File: src/rtl/yutorina_ctrl_stage_if.sv
// Bundle between the MEM stage, register files and the control stage.
// The control stage is the slave side.
interface yutorina_ctrl_stage_if;
  logic        if_busy;
  logic        mem_busy;
  logic        mem_en_;
  logic [29:0] mem_pc;
  logic [4:0]  mem_w_addr;
  logic        mem_gpr_we_;
  logic [2:0]  mem_exp_code;
  logic [1:0]  mem_ctrl_op;
  logic [31:0] mem_out;
  logic        spr_we_;
  logic [4:0]  spr_w_addr;
  logic [31:0] spr_w_data;
  logic [4:0]  spr_r_addr;
  logic [7:0]  irq;
  logic        gpr_we_;
  logic [4:0]  gpr_w_addr;
  logic [31:0] gpr_w_data;
  logic [31:0] spr_r_data;
  logic        stall;
  logic        flush;
  logic [29:0] new_pc;
  logic        exe_mode;

  modport master (
    output if_busy, mem_busy, mem_en_, mem_pc, mem_w_addr, mem_gpr_we_,
           mem_exp_code, mem_ctrl_op, mem_out, spr_we_, spr_w_addr,
           spr_w_data, spr_r_addr, irq,
    input  gpr_we_, gpr_w_addr, gpr_w_data, spr_r_data, stall, flush,
           new_pc, exe_mode
  );

  modport slave (
    input  if_busy, mem_busy, mem_en_, mem_pc, mem_w_addr, mem_gpr_we_,
           mem_exp_code, mem_ctrl_op, mem_out, spr_we_, spr_w_addr,
           spr_w_data, spr_r_addr, irq,
    output gpr_we_, gpr_w_addr, gpr_w_data, spr_r_data, stall, flush,
           new_pc, exe_mode
  );
endinterface

File: src/rtl/yutorina_ctrl_stage.sv
// Final pipeline stage: write-back commit, SPR file, exceptions, interrupts,
// exception return and global stall/flush/redirect generation.
module yutorina_ctrl_stage (
  input logic                  clk,
  input logic                  rst,
  yutorina_ctrl_stage_if.slave bus
);

  localparam logic [4:0] SPR_STATUS     = 5'd0;
  localparam logic [4:0] SPR_PRE_STATUS = 5'd1;
  localparam logic [4:0] SPR_EPC        = 5'd2;
  localparam logic [4:0] SPR_CAUSE      = 5'd3;
  localparam logic [4:0] SPR_IRQ_MASK   = 5'd4;
  localparam logic [4:0] SPR_VECTOR     = 5'd5;
  localparam logic [4:0] SPR_CYCLE      = 5'd6;

  localparam logic [2:0] EXP_NONE    = 3'd0;
  localparam logic [2:0] EXP_EXT_INT = 3'd1;
  localparam logic [1:0] OP_EXRT     = 2'd2;

  logic [1:0]  status;
  logic [1:0]  pre_status;
  logic [29:0] epc;
  logic [2:0]  cause;
  logic [7:0]  irq_mask;
  logic [29:0] vector;
  logic [31:0] cycle;

  logic       valid;
  logic       pending;
  logic       take_exp;
  logic       take_ret;
  logic       commit;
  logic       spr_wr;
  logic [2:0] exp_code;

  assign bus.stall = bus.if_busy | bus.mem_busy;
  assign valid     = ~bus.mem_en_ & ~bus.stall;
  assign pending   = status[0] & (|(bus.irq & ~irq_mask));
  assign take_exp  = valid & ((bus.mem_exp_code != EXP_NONE) | pending);
  assign exp_code  = (bus.mem_exp_code != EXP_NONE) ? bus.mem_exp_code : EXP_EXT_INT;
  assign take_ret  = valid & ~take_exp & (bus.mem_ctrl_op == OP_EXRT);
  assign commit    = valid & ~take_exp & ~take_ret;

  // A return owns STATUS..CAUSE this cycle; SPRs above CAUSE may still be written.
  assign spr_wr = valid & ~take_exp & ~bus.spr_we_ &
                  ~(take_ret & (bus.spr_w_addr <= SPR_CAUSE));

  assign bus.flush      = take_exp | take_ret;
  assign bus.gpr_we_    = commit ? bus.mem_gpr_we_ : 1'b1;
  assign bus.gpr_w_addr = bus.mem_w_addr;
  assign bus.gpr_w_data = bus.mem_out;
  assign bus.exe_mode   = status[1];

  always_comb begin
    bus.new_pc = 30'd0;
    if (take_exp)
      bus.new_pc = vector;
    else if (take_ret)
      bus.new_pc = epc;
  end

  always_comb begin
    bus.spr_r_data = 32'd0;
    case (bus.spr_r_addr)
      SPR_STATUS:     bus.spr_r_data = {30'd0, status};
      SPR_PRE_STATUS: bus.spr_r_data = {30'd0, pre_status};
      SPR_EPC:        bus.spr_r_data = {2'd0, epc};
      SPR_CAUSE:      bus.spr_r_data = {29'd0, cause};
      SPR_IRQ_MASK:   bus.spr_r_data = {24'd0, irq_mask};
      SPR_VECTOR:     bus.spr_r_data = {2'd0, vector};
      SPR_CYCLE:      bus.spr_r_data = cycle;
      default:        bus.spr_r_data = 32'd0;
    endcase
  end

  // Exception entry and SPR writes are mutually exclusive through spr_wr.
  always_ff @(posedge clk or negedge rst) begin
    if (!rst) begin
      status     <= 2'd0;
      pre_status <= 2'd0;
      epc        <= 30'd0;
      cause      <= 3'd0;
      irq_mask   <= 8'd0;
      vector     <= 30'd0;
      cycle      <= 32'd0;
    end else begin
      if (spr_wr && bus.spr_w_addr == SPR_CYCLE)
        cycle <= bus.spr_w_data;
      else
        cycle <= cycle + 32'd1;

      if (take_exp) begin
        epc        <= bus.mem_pc;
        cause      <= exp_code;
        pre_status <= status;
        status     <= 2'd0;
      end else begin
        if (take_ret)
          status <= pre_status;
        if (spr_wr) begin
          case (bus.spr_w_addr)
            SPR_STATUS:     status     <= bus.spr_w_data[1:0];
            SPR_PRE_STATUS: pre_status <= bus.spr_w_data[1:0];
            SPR_EPC:        epc        <= bus.spr_w_data[29:0];
            SPR_CAUSE:      cause      <= bus.spr_w_data[2:0];
            SPR_IRQ_MASK:   irq_mask   <= bus.spr_w_data[7:0];
            SPR_VECTOR:     vector     <= bus.spr_w_data[29:0];
            default:        ;
          endcase
        end
      end
    end
  end

endmodule

File: src/flat_wrapper.sv
// flat-port wrapper written by rule: the top's interface ports become plain ports
module yutorina_ctrl_stage_flat 
  (clk, rst, bus_if_busy, bus_mem_busy, bus_mem_en_, bus_mem_pc, bus_mem_w_addr, bus_mem_gpr_we_, bus_mem_exp_code, bus_mem_ctrl_op, bus_mem_out, bus_spr_we_, bus_spr_w_addr, bus_spr_w_data, bus_spr_r_addr, bus_irq, bus_gpr_we_, bus_gpr_w_addr, bus_gpr_w_data, bus_spr_r_data, bus_stall, bus_flush, bus_new_pc, bus_exe_mode);
  yutorina_ctrl_stage_if bus_i ();
  input logic clk;
  input logic rst;
  input wire logic [$bits(bus_i.if_busy)-1:0] bus_if_busy;
  input wire logic [$bits(bus_i.mem_busy)-1:0] bus_mem_busy;
  input wire logic [$bits(bus_i.mem_en_)-1:0] bus_mem_en_;
  input wire logic [$bits(bus_i.mem_pc)-1:0] bus_mem_pc;
  input wire logic [$bits(bus_i.mem_w_addr)-1:0] bus_mem_w_addr;
  input wire logic [$bits(bus_i.mem_gpr_we_)-1:0] bus_mem_gpr_we_;
  input wire logic [$bits(bus_i.mem_exp_code)-1:0] bus_mem_exp_code;
  input wire logic [$bits(bus_i.mem_ctrl_op)-1:0] bus_mem_ctrl_op;
  input wire logic [$bits(bus_i.mem_out)-1:0] bus_mem_out;
  input wire logic [$bits(bus_i.spr_we_)-1:0] bus_spr_we_;
  input wire logic [$bits(bus_i.spr_w_addr)-1:0] bus_spr_w_addr;
  input wire logic [$bits(bus_i.spr_w_data)-1:0] bus_spr_w_data;
  input wire logic [$bits(bus_i.spr_r_addr)-1:0] bus_spr_r_addr;
  input wire logic [$bits(bus_i.irq)-1:0] bus_irq;
  output wire logic [$bits(bus_i.gpr_we_)-1:0] bus_gpr_we_;
  output wire logic [$bits(bus_i.gpr_w_addr)-1:0] bus_gpr_w_addr;
  output wire logic [$bits(bus_i.gpr_w_data)-1:0] bus_gpr_w_data;
  output wire logic [$bits(bus_i.spr_r_data)-1:0] bus_spr_r_data;
  output wire logic [$bits(bus_i.stall)-1:0] bus_stall;
  output wire logic [$bits(bus_i.flush)-1:0] bus_flush;
  output wire logic [$bits(bus_i.new_pc)-1:0] bus_new_pc;
  output wire logic [$bits(bus_i.exe_mode)-1:0] bus_exe_mode;
  assign bus_i.if_busy = bus_if_busy;
  assign bus_i.mem_busy = bus_mem_busy;
  assign bus_i.mem_en_ = bus_mem_en_;
  assign bus_i.mem_pc = bus_mem_pc;
  assign bus_i.mem_w_addr = bus_mem_w_addr;
  assign bus_i.mem_gpr_we_ = bus_mem_gpr_we_;
  assign bus_i.mem_exp_code = bus_mem_exp_code;
  assign bus_i.mem_ctrl_op = bus_mem_ctrl_op;
  assign bus_i.mem_out = bus_mem_out;
  assign bus_i.spr_we_ = bus_spr_we_;
  assign bus_i.spr_w_addr = bus_spr_w_addr;
  assign bus_i.spr_w_data = bus_spr_w_data;
  assign bus_i.spr_r_addr = bus_spr_r_addr;
  assign bus_i.irq = bus_irq;
  assign bus_gpr_we_ = bus_i.gpr_we_;
  assign bus_gpr_w_addr = bus_i.gpr_w_addr;
  assign bus_gpr_w_data = bus_i.gpr_w_data;
  assign bus_spr_r_data = bus_i.spr_r_data;
  assign bus_stall = bus_i.stall;
  assign bus_flush = bus_i.flush;
  assign bus_new_pc = bus_i.new_pc;
  assign bus_exe_mode = bus_i.exe_mode;
  yutorina_ctrl_stage u_core (.clk(clk), .rst(rst), .bus(bus_i));
endmodule
File: config.mk
export PLATFORM = sky130hd
export DESIGN_NAME = yutorina_ctrl_stage_flat
export DESIGN_NICKNAME = d
export VERILOG_FILES = /design/src/rtl/yutorina_ctrl_stage_if.sv /design/src/rtl/yutorina_ctrl_stage.sv /design/src/flat_wrapper.sv
export SDC_FILE = /design/constraint.sdc
export NUM_CORES = 1
export LEC_CHECK = 0
export BUFFER_PORTS_ARGS = -buffer_cell sky130_fd_sc_hd__buf_2
export CAP_MARGIN = 40
export CORE_MARGIN = 2
export CORE_UTILIZATION = 45
export CTS_CLUSTER_DIAMETER = 150
export DETAILED_ROUTE_END_ITERATION = 8
export HOLD_SLACK_MARGIN = 0.03
export PLACE_DENSITY_LB_ADDON = 0.1
export RECOVER_POWER = 25
export SYNTH_ARGS = -nofsm -noshare
export SYNTH_HDL_FRONTEND = slang
export SYNTH_SLANG_ARGS = --single-unit
File: constraint.sdc
create_clock -name clk -period 2.38 [get_ports clk]
set_clock_uncertainty 0.05 [all_clocks]
set_input_delay 0.119 -clock clk [delete_from_list [all_inputs] [get_ports clk]]
set_output_delay 0.119 -clock clk [all_outputs]
set_load 0.01 [all_outputs]
==> results of run 1 <==
## through the flow
step | hold slack (ps) | worst slack, ps | instance area [µm²]
3_3_place_gp | 55.37 | 196.7 | 7493
5_1_grt | 37.87 | -22.22 | 8557
3_5_place_dp | 50.26 | 116.0 | 7493
4_1_cts | 30.40 | -0.7161 | 8464
6_report | 38.31 | 47.01 | 8557
2_1_floorplan | -226.6 | 340.9 | 6635
## power by group
group          internal, W  switching (W)  leakage [nW]
Sequential         0.00200       0.000202          1.33
Combinational     0.000433       0.000384          3.04
Clock             0.000878       0.000679         0.150
Total              0.00331        0.00126          4.52
## Yosys cell counts, types with 2 or more instances
master,number
dfrtp_1,107
inv_1,58
buf_4,38
mux2_2,34
a22o_1,30
nand2_1,23
nand3_1,23
a222oi_1,22
a21oi_1,21
and3_1,20
clkbuf_1,20
mux2i_1,18
mux2_4,17
nor2_1,17
xnor2_1,17
a221o_1,16
buf_2,15
xor2_1,13
a221oi_1,12
a22oi_1,11
nand4_1,10
nor3_1,9
nor4_1,9
a31oi_1,8
o21ai_0,8
mux2_1,6
nor3_4,5
and2_1,4
and4_1,4
nand2b_1,4
buf_6,3
nor2b_1,3
or3_4,3
a211o_1,2
nand3_2,2
nand3b_1,2
o22ai_1,2
o32ai_1,2
or3_1,2
or3b_1,2
## final timing paths
path | start | endpoint | slack [ps] | depth (start not counted)
min in group asynchronous | rst | u_core.epc[23] | 370 | 2
max in group asynchronous | rst | u_core.vector[2] | 530 | 3
hold reg to reg | u_core.vector[24] | u_core.vector[24] | 480 | 1
setup / recovery | u_core.irq_mask[1] | u_core.epc[12] | 50 | 8
hold / removal | bus_spr_w_data[6] | u_core.cycle[6] | 40 | 2
setup reg to reg | u_core.irq_mask[1] | u_core.epc[12] | 50 | 8
## flip-flops by register name, indices dropped and copies added, names as in the netlist
name	cells
u_core.status	2
u_core.cycle	32
u_core.pre_status	2
u_core.epc	30
u_core.irq_mask	8
u_core.vector	30
u_core.cause	3
## cells by family after synthesis
logic type               share of synthesized area
AO/OA/AOI/OAI                               0.1791
XOR/XNOR                                   0.03960
adder cells (fa/ha/maj)                   0.001885
buffers and inverters                       0.1035
flip-flops                                  0.4035
multiplexers                                0.1335
AND/OR/NAND/NOR                             0.1388
## repair_timing
item | in CTS | in global routing
hold buffers | 56 | 0
pin swaps | 2 | 3
gates cloned | 1 | 1
endpoints found under the setup margin | 30 | 43
resized for setup | 10 | 4
buffers inserted | 5 | 6
endpoints found under the hold margin | 120 | 0
## routing by layer
metal,GRT usage,vias to the layer above,part of all wire
li1,-,2722,-
met1,0.3394,2972,0.44
met2,0.4057,283,0.48
met3,0.06290,26,0.069
met4,0.06732,0,0.013
met5,0,-,0
## cell usage in the layout (no fill, tap or decap), drive strengths merged, types with 9 or more instances in the layout
master,Yosys,final
buf,56,194
dfrtp,107,107
inv,58,59
mux2,57,57
dlygate4sd3,0,56
a22o,30,30
nand3,25,25
nand2,24,24
a222oi,22,22
a21oi,21,21
and3,20,20
mux2i,18,18
clkbuf,20,18
xnor2,17,17
nor2,17,17
a221o,16,16
nor3,14,14
xor2,13,13
a221oi,12,12
a22oi,11,11
nand4,11,11
nor4,9,9
a31oi,9,9
## cell type report
cell class | instances | area (µm²) | share of cell area
multi-input combinational | 397 | 3322 | 0.3882
sequential | 107 | 2678 | 0.3129
inverter | 58 | 217.7 | 0.02544
clock buffer | 13 | 260.3 | 0.03041
clock inverter | 3 | 43.79 | 0.005118
tap | 184 | 230.2 | 0.02690
timing repair buffer | 255 | 1805 | 0.2110
==> flow_metrics.tcl, run 1 <==
set metrics [dict create \
    nets 958 \
    syn_inst 638 \
    synth_top_area_share 0.4035 \
    setup_viol 0 \
    cts_sinks 107 \
    path_delay_family "simple AND/OR/NAND/NOR gates" \
    synth_async_sr_flop_share 1.000 \
    cts_buffers 9 \
    root_buffer "clkbuf_16" \
    core-area_um2 14480 \
    cp_max_fo 35 \
    vias_per_cell 5.903 \
    die-area_um2 15730 \
    instances_no_fill 1017 \
    gp_congestion 0.8592 \
    grt_overflow 0 \
    synth-edff-count 0 \
    grt_pass1_vias 5916 \
    hpwlAfterDp_um 13560 \
    cp_cell_sequence "nand2b_4 > o2111ai_4 > buf_4 > o311ai_4 > buf_4 > buf_12 > and2_1 > a221oi_1" \
    routed_wl_um 20230 \
    rsz0062_at_grt "true" \
    fillers 1249 \
    io_buffers 157 \
    max_stage_delay_ps 490 \
    yosysUniqueCellTypes 56 \
    cp_slowest_cell "and2_1" \
    grt_max_degree 57 \
    vdd_drop_max_uv 476.2 \
    yosysTopAreaCell "dfrtp_1" \
    htree_levels 3 \
    cp.arrival_ps 2480 \
    syn_to_final_growth_pct 28.96 \
    synthesis.area_um2 6635 \
    initial_core_util 0.4583 \
    vias 6003 \
    io_pins 232 \
    dieWidth_um 125.4 \
    path_clk_slew_ps 70 \
    drive_gt1_frac 0.3469 \
    drtAntennaViolNets 0 \
    setup-tns-final_ps 0 \
    syn-num-nets 768 \
    post-route-util 0.5910 \
    end_kind "register" \
    first_iter_violations 542 \
    finalHoldViolations 0 \
    power.total_w 0.004575 \
    worstSetupPathType "register to register" \
    maxCapViolCount 0 \
    die_y_um 125.4 \
    grt_util_all_layers 0.2515 \
    cts_tree "built" \
    clockBufferDepth 2 \
    first_pass_iters 7 \
    slew_violations 0 \
    rows 44 \
    ys_warn_count 0 \
    synth_area_leaders "dfrtp_1 40%, mux2_2 5.8%, buf_4 4.3%" \
    synth.ff_latch_count 107 \
    max_freq_ghz 0.4286 \
    yosysSeqAreaShare 0.4035 \
    outcome "finished, final reports clean" \
    crit_path_start_kind "register" \
    p_leak_nw 4.517 \
    drc 0 \
    p_per_area_nw_per_um2 534.7 \
    clock_latency_ps 350 \
    critPathMostFrequentCell "buf_4" \
    fin_crit_ps 2333 \
    drt-wirelength-per-cell_um 19.89 \
    worstPathRequired_ps 2530 \
    min_path_type "input pin to register" \
    tightest_slew_ps 864.2 \
    synth-main-ff-cell "dfrtp_1" \
    antenna_found_initial 0 \
    grt_pass1_wl_um 31480 \
    syn_avg_cell_area_um2 10.40 \
    diodes 0 \
    relSlewSlack 0.4239 \
    dp_cells 932 \
    path_buf_inv 3 \
    fin_crit_sh 0.9802 \
]
Power figures use the tool's default switching activity.
==> inputs of run 2 (changes only) <==
--- a/config.mk
+++ b/config.mk
@@ -8,7 +8,7 @@
 export BUFFER_PORTS_ARGS = -buffer_cell sky130_fd_sc_hd__buf_2
 export CAP_MARGIN = 40
 export CORE_MARGIN = 2
-export CORE_UTILIZATION = 45
+export CORE_UTILIZATION = 30
 export CTS_CLUSTER_DIAMETER = 150
 export DETAILED_ROUTE_END_ITERATION = 8
 export HOLD_SLACK_MARGIN = 0.03
==> flow_metrics.tcl, run 2 (synthesis results as in run 1) <==
set metrics [dict create \
    crit_path_start_kind "register" \
    end_kind "output pin" \
    fin_crit_ps 2309 \
    grt_overflow 0 \
    grt_pass1_vias 6107 \
    syn_to_final_growth_pct 29.81 \
    layout_commonest_cell "buf_2" \
    htree_levels 3 \
    min_path_cells 3 \
    initial_core_util 0.3050 \
    regToRegStartpoint "u_core.irq_mask[0]" \
    regArea_um2 2678 \
    min_path_type "input pin to register" \
    setup_viol 0 \
    die_y_um 152.7 \
    drive_gt1_frac 0.3426 \
    hp-start "bus_mem_pc[17]" \
    finalHoldViolations 0 \
    worstPathRequired_ps 2210 \
    largest_reg_flops 32 \
    rsz0062_at_grt "true" \
    cts_sinks 107 \
    drt-wirelength-per-cell_um 21.06 \
    fin_crit_sh 0.9703 \
    p_per_area_nw_per_um2 536.9 \
    hpwlAfterDp_um 15690 \
    drtAntennaViolNets 0 \
    vias 5988 \
    drc 0 \
    maxCapViolCount 0 \
    p_leak_nw 4.486 \
    reg2reg_to "u_core.vector[14]" \
    dieWidth_um 152.7 \
    relSlewSlack 0.2732 \
    routed_wl_um 23230 \
    multi_input_area_um2 3343 \
    io_pins 232 \
    root_buffer "clkbuf_16" \
    largestRegisters "u_core.cycle: 32 flops, u_core.epc: 30 flops, u_core.vector: 30 flops" \
    antenna_found_initial 0 \
    max_freq_ghz 0.4330 \
    vdd_drop_max_uv 331.3 \
    power.total_w 0.004625 \
    rows 54 \
    grt_max_degree 68 \
    cts_buffers 9 \
    fillers 2179 \
    nets 948 \
    cp_max_fo 24 \
    r2r_slack_ps 180 \
    cp.arrival_ps 2140 \
    gp_congestion 0.8258 \
    path_clk_slew_ps 80 \
    grt_util_all_layers 0.1950 \
    cts_tree "built" \
    whs_ps 36.00 \
    layout_common_cells "155 x buf_2, 107 x dfrtp_1, 58 x inv_1, 55 x dlygate4sd3_1, 34 x mux2_2" \
    vias_per_cell 5.429 \
    worstSetupPathType "register to output pin" \
    clockBufferDepth 2 \
    die-area_um2 23320 \
    slew_violations 0 \
    setup-tns-final_ps 0 \
    grt_pass1_wl_um 35750 \
    largest-register "u_core.cycle" \
    tightest_slew_ps 1090 \
    first_pass_iters 9 \
    io_buffers 157 \
    first_iter_violations 575 \
    reg2reg_depth 8 \
    core-area_um2 21760 \
    diodes 0 \
    min_to "u_core.epc[17]" \
    outcome "finished, final reports clean" \
    clock_latency_ps 360 \
]
-- run 2: repair_timing --
item,in CTS,in global routing
buffers inserted,8,2
pin swaps,3,2
gates cloned,1,1
hold buffers,55,0
gates resized for setup,9,5
hold endpoints to repair,194,0
endpoints found under the setup margin,31,66
-- run 2: worst max-delay path, stage by stage (launching register included) --
cell	delay, ps
dfrtp_1	360
nand2b_4	140
o2111ai_4	130
buf_4	170
o311ai_4	270
nand2_2	130
buf_6	190
a22o_1	250
buf_2	140
-- run 2: area by class of cell --
| type | count | area share |
|---|---|---|
| Multi-Input combinational cell | 397 | 0.3881 |
| Sequential cell | 107 | 0.3109 |
| Timing Repair Buffer | 245 | 0.1989 |
| Tap cell | 280 | 0.04067 |
| Clock buffer | 10 | 0.02775 |
| Inverter | 58 | 0.02528 |
| Clock inverter | 6 | 0.008425 |
-- run 2: worst max path at each step --
stage,start,endpoint,slack (ps),cells after the start
6_report,u_core.irq_mask[0],bus_new_pc[8],70,8
5_1_grt,u_core.irq_mask[0],bus_new_pc[26],-20,8
4_1_cts,u_core.irq_mask[0],bus_gpr_we_,30,6
3_5_place_dp,u_core.irq_mask[4],bus_new_pc[11],210,6
3_3_place_gp,u_core.irq_mask[4],bus_new_pc[9],260,6
2_1_floorplan,u_core.cycle[0],u_core.cycle[28],340,7
-- run 2: stage by stage --
stage               cells  cell area (µm²)    util  setup WS, ps
finish               1103             8613  0.3959         70.74
global route         1103             8613  0.3959        -20.16
CTS                  1100             8556  0.3933         26.19
detailed placement   1020             7553  0.3472         210.5
global placement     1020             7553  0.3472         262.0
floorplan             638             6635       -         340.9
-- run 2: routing by layer --
layer / global-route usage / part of all wire / up-vias
li1: - / - / 2706
met5: 0 / 0 / -
met4: 0.05071 / 0.015 / 0
met2: 0.3049 / 0.46 / 288
met1: 0.2706 / 0.46 / 2968
met3: 0.04807 / 0.073 / 26
-- run 2: power by group --
group	internal (W)	switching, W	total, W
Combinational	0.000422	0.000394	0.000817
Sequential	0.00200	0.000211	0.00221
Clock	0.000860	0.000738	0.00160
==> inputs of run 3 (changes only) <==
--- a/config.mk
+++ b/config.mk
@@ -12,7 +12,7 @@
 export CTS_CLUSTER_DIAMETER = 150
 export DETAILED_ROUTE_END_ITERATION = 8
 export HOLD_SLACK_MARGIN = 0.03
-export PLACE_DENSITY_LB_ADDON = 0.1
+export PLACE_DENSITY = 0.64
 export RECOVER_POWER = 25
 export SYNTH_ARGS = -nofsm -noshare
 export SYNTH_HDL_FRONTEND = slang
==> flow_metrics.tcl, run 3 (synthesis results as in run 1) <==
set metrics [dict create \
    outcome "finished, final reports clean" \
    crit_path_start_kind "register" \
    whs_ps 38.72 \
    hpwlAfterDp_um 15050 \
    p_clk_frac 0.338 \
    cp_slowest_cell "or4_1" \
    setup-tns-final_ps 0 \
    cts_sinks 107 \
    tightest_slew_ps 958.9 \
    cp_cell_sequence "nand2b_4 > o2111ai_4 > o31a_4 > buf_4 > or4_1 > buf_2" \
    reg2reg_depth 7 \
    end_kind "output pin" \
    maxCapViolCount 0 \
    routed_wl_um 21140 \
    largest_reg_flops 32 \
    vdd_drop_max_uv 338.6 \
    rows 54 \
    clock_latency_ps 360 \
    die-area_um2 23320 \
    rsz0062_at_grt "true" \
    initial_core_util 0.3050 \
    nets 964 \
    layout_common_cells "155 x buf_2, 107 x dfrtp_1, 59 x dlygate4sd3_1, 58 x inv_1, 36 x buf_4" \
    fin_crit_sh 0.9760 \
    dp_slack_ps 111.1 \
    drt-wirelength-per-cell_um 18.89 \
    gp_congestion 0.7793 \
    relSlewSlack 0.3607 \
    htree_levels 3 \
    grt_max_degree 57 \
    path_depth 6 \
    max_freq_ghz 0.4305 \
    vias_per_cell 5.206 \
    p_leak_nw 4.544 \
    dieWidth_um 152.7 \
    slew_violations 0 \
    p_per_area_nw_per_um2 525.2 \
    path_buf_inv 2 \
    min_path_cells 3 \
    largest-register "u_core.cycle" \
    die_y_um 152.7 \
    grt_overflow 0 \
    syn_to_final_growth_pct 30.55 \
    cts_tree "built" \
    drive_gt1_frac 0.3480 \
    root_buffer "clkbuf_16" \
    finalHoldViolations 0 \
    grt_pass1_wl_um 33100 \
    worstPathRequired_ps 2210 \
    p_sw_frac 0.2809 \
    worstSetupPathType "register to output pin" \
    setup_viol 0 \
    drtAntennaViolNets 0 \
    drc 0 \
    max_stage_delay_ps 510 \
    antenna_found_initial 0 \
    intPower_w 0.003271 \
    first_iter_violations 472 \
    setup_ws_ps 57.18 \
    io_buffers 157 \
    cp_max_fo 14 \
    io_pins 232 \
    cp.arrival_ps 2150 \
    vias 5825 \
    layout_commonest_cell "buf_2" \
    cts_buffers 9 \
    p_switching_w 0.001278 \
    first_pass_iters 7 \
    fin_crit_ps 2323 \
    grt_util_all_layers 0.1794 \
    grt_pass1_vias 5926 \
    seq_power_share 0.482 \
    largestRegisters "u_core.cycle: 32 flops, u_core.epc: 30 flops, u_core.vector: 30 flops" \
    clockBufferDepth 2 \
    core-area_um2 21760 \
    combPwrFrac 0.179 \
    min_path_type "input pin to register" \
    path_clk_slew_ps 70 \
    diodes 0 \
    path_delay_family "simple AND/OR/NAND/NOR gates" \
]
run 3: power groups by stage:
stage | Clock, W | Combinational, W | Sequential, W
after floorplan | 0 | 0.000508 | 0.00217
after global placement | 0 | 0.000721 | 0.00222
after detailed placement | 0 | 0.000736 | 0.00222
after CTS | 0.00158 | 0.000816 | 0.00219
after global routing | 0.00165 | 0.000899 | 0.00222
final | 0.00154 | 0.000815 | 0.00219
run 3: timing repair:
item	CTS	global route
hold endpoints to repair	122	0
gates resized for setup	2	5
setup buffers	2	1
pin swaps	1	1
endpoints found under the setup margin	25	43
hold buffers	59	0
run 3: layer usage:
metal / global-route usage / wire length (µm) / share of wire / vias to the layer above
met4: 0.04145 / 287 / 0.014 / 0
met5: 0 / 0 / 0 / -
li1: - / - / - / 2729
met1: 0.2399 / 9421 / 0.45 / 2857
met3: 0.03271 / 1267 / 0.060 / 25
met2: 0.3026 / 10160 / 0.48 / 214
run 3: layout make-up:
class / count / area [µm²]
multi-input combinational: 397 / 3326
sequential: 107 / 2678
tap: 280 / 350.3
clock inverter: 5 / 52.55
timing repair buffer: 261 / 1795
inverter: 58 / 217.7
fill: 2204 / 13090
clock buffer: 11 / 242.7
run 3: tightest hold or removal path, delay by kind of cell:
kind | cells | cell delay (ps)
buffers and inverters | 1 | 120
AOI/OAI and AO/OA | 2 | 170
run 3: path summary, 6_finish.rpt:
path                            slack [ps]           endpoint                from
worst max-delay path                    60        bus_gpr_we_  u_core.irq_mask[1]
worst min-delay path                    40      u_core.epc[9]       bus_mem_pc[9]
worst max register to register         170     u_core.epc[17]  u_core.irq_mask[1]
worst min register to register         480  u_core.vector[22]   u_core.vector[22]
max in group asynchronous              520   u_core.cycle[10]                 rst
min in group asynchronous              380  u_core.vector[20]                 rst
run 3: through the flow:
stage                     utilization  instance area [µm²]  power, W  cells
after global placement         0.3538                 7696  0.002940   1039
after global routing           0.3981                 8662  0.004774   1119
after floorplan                     -                 6635  0.002677    638
after detailed placement       0.3548                 7719  0.002958   1041
after CTS                      0.3967                 8630  0.004586   1118
final                          0.3981                 8662  0.004549   1119
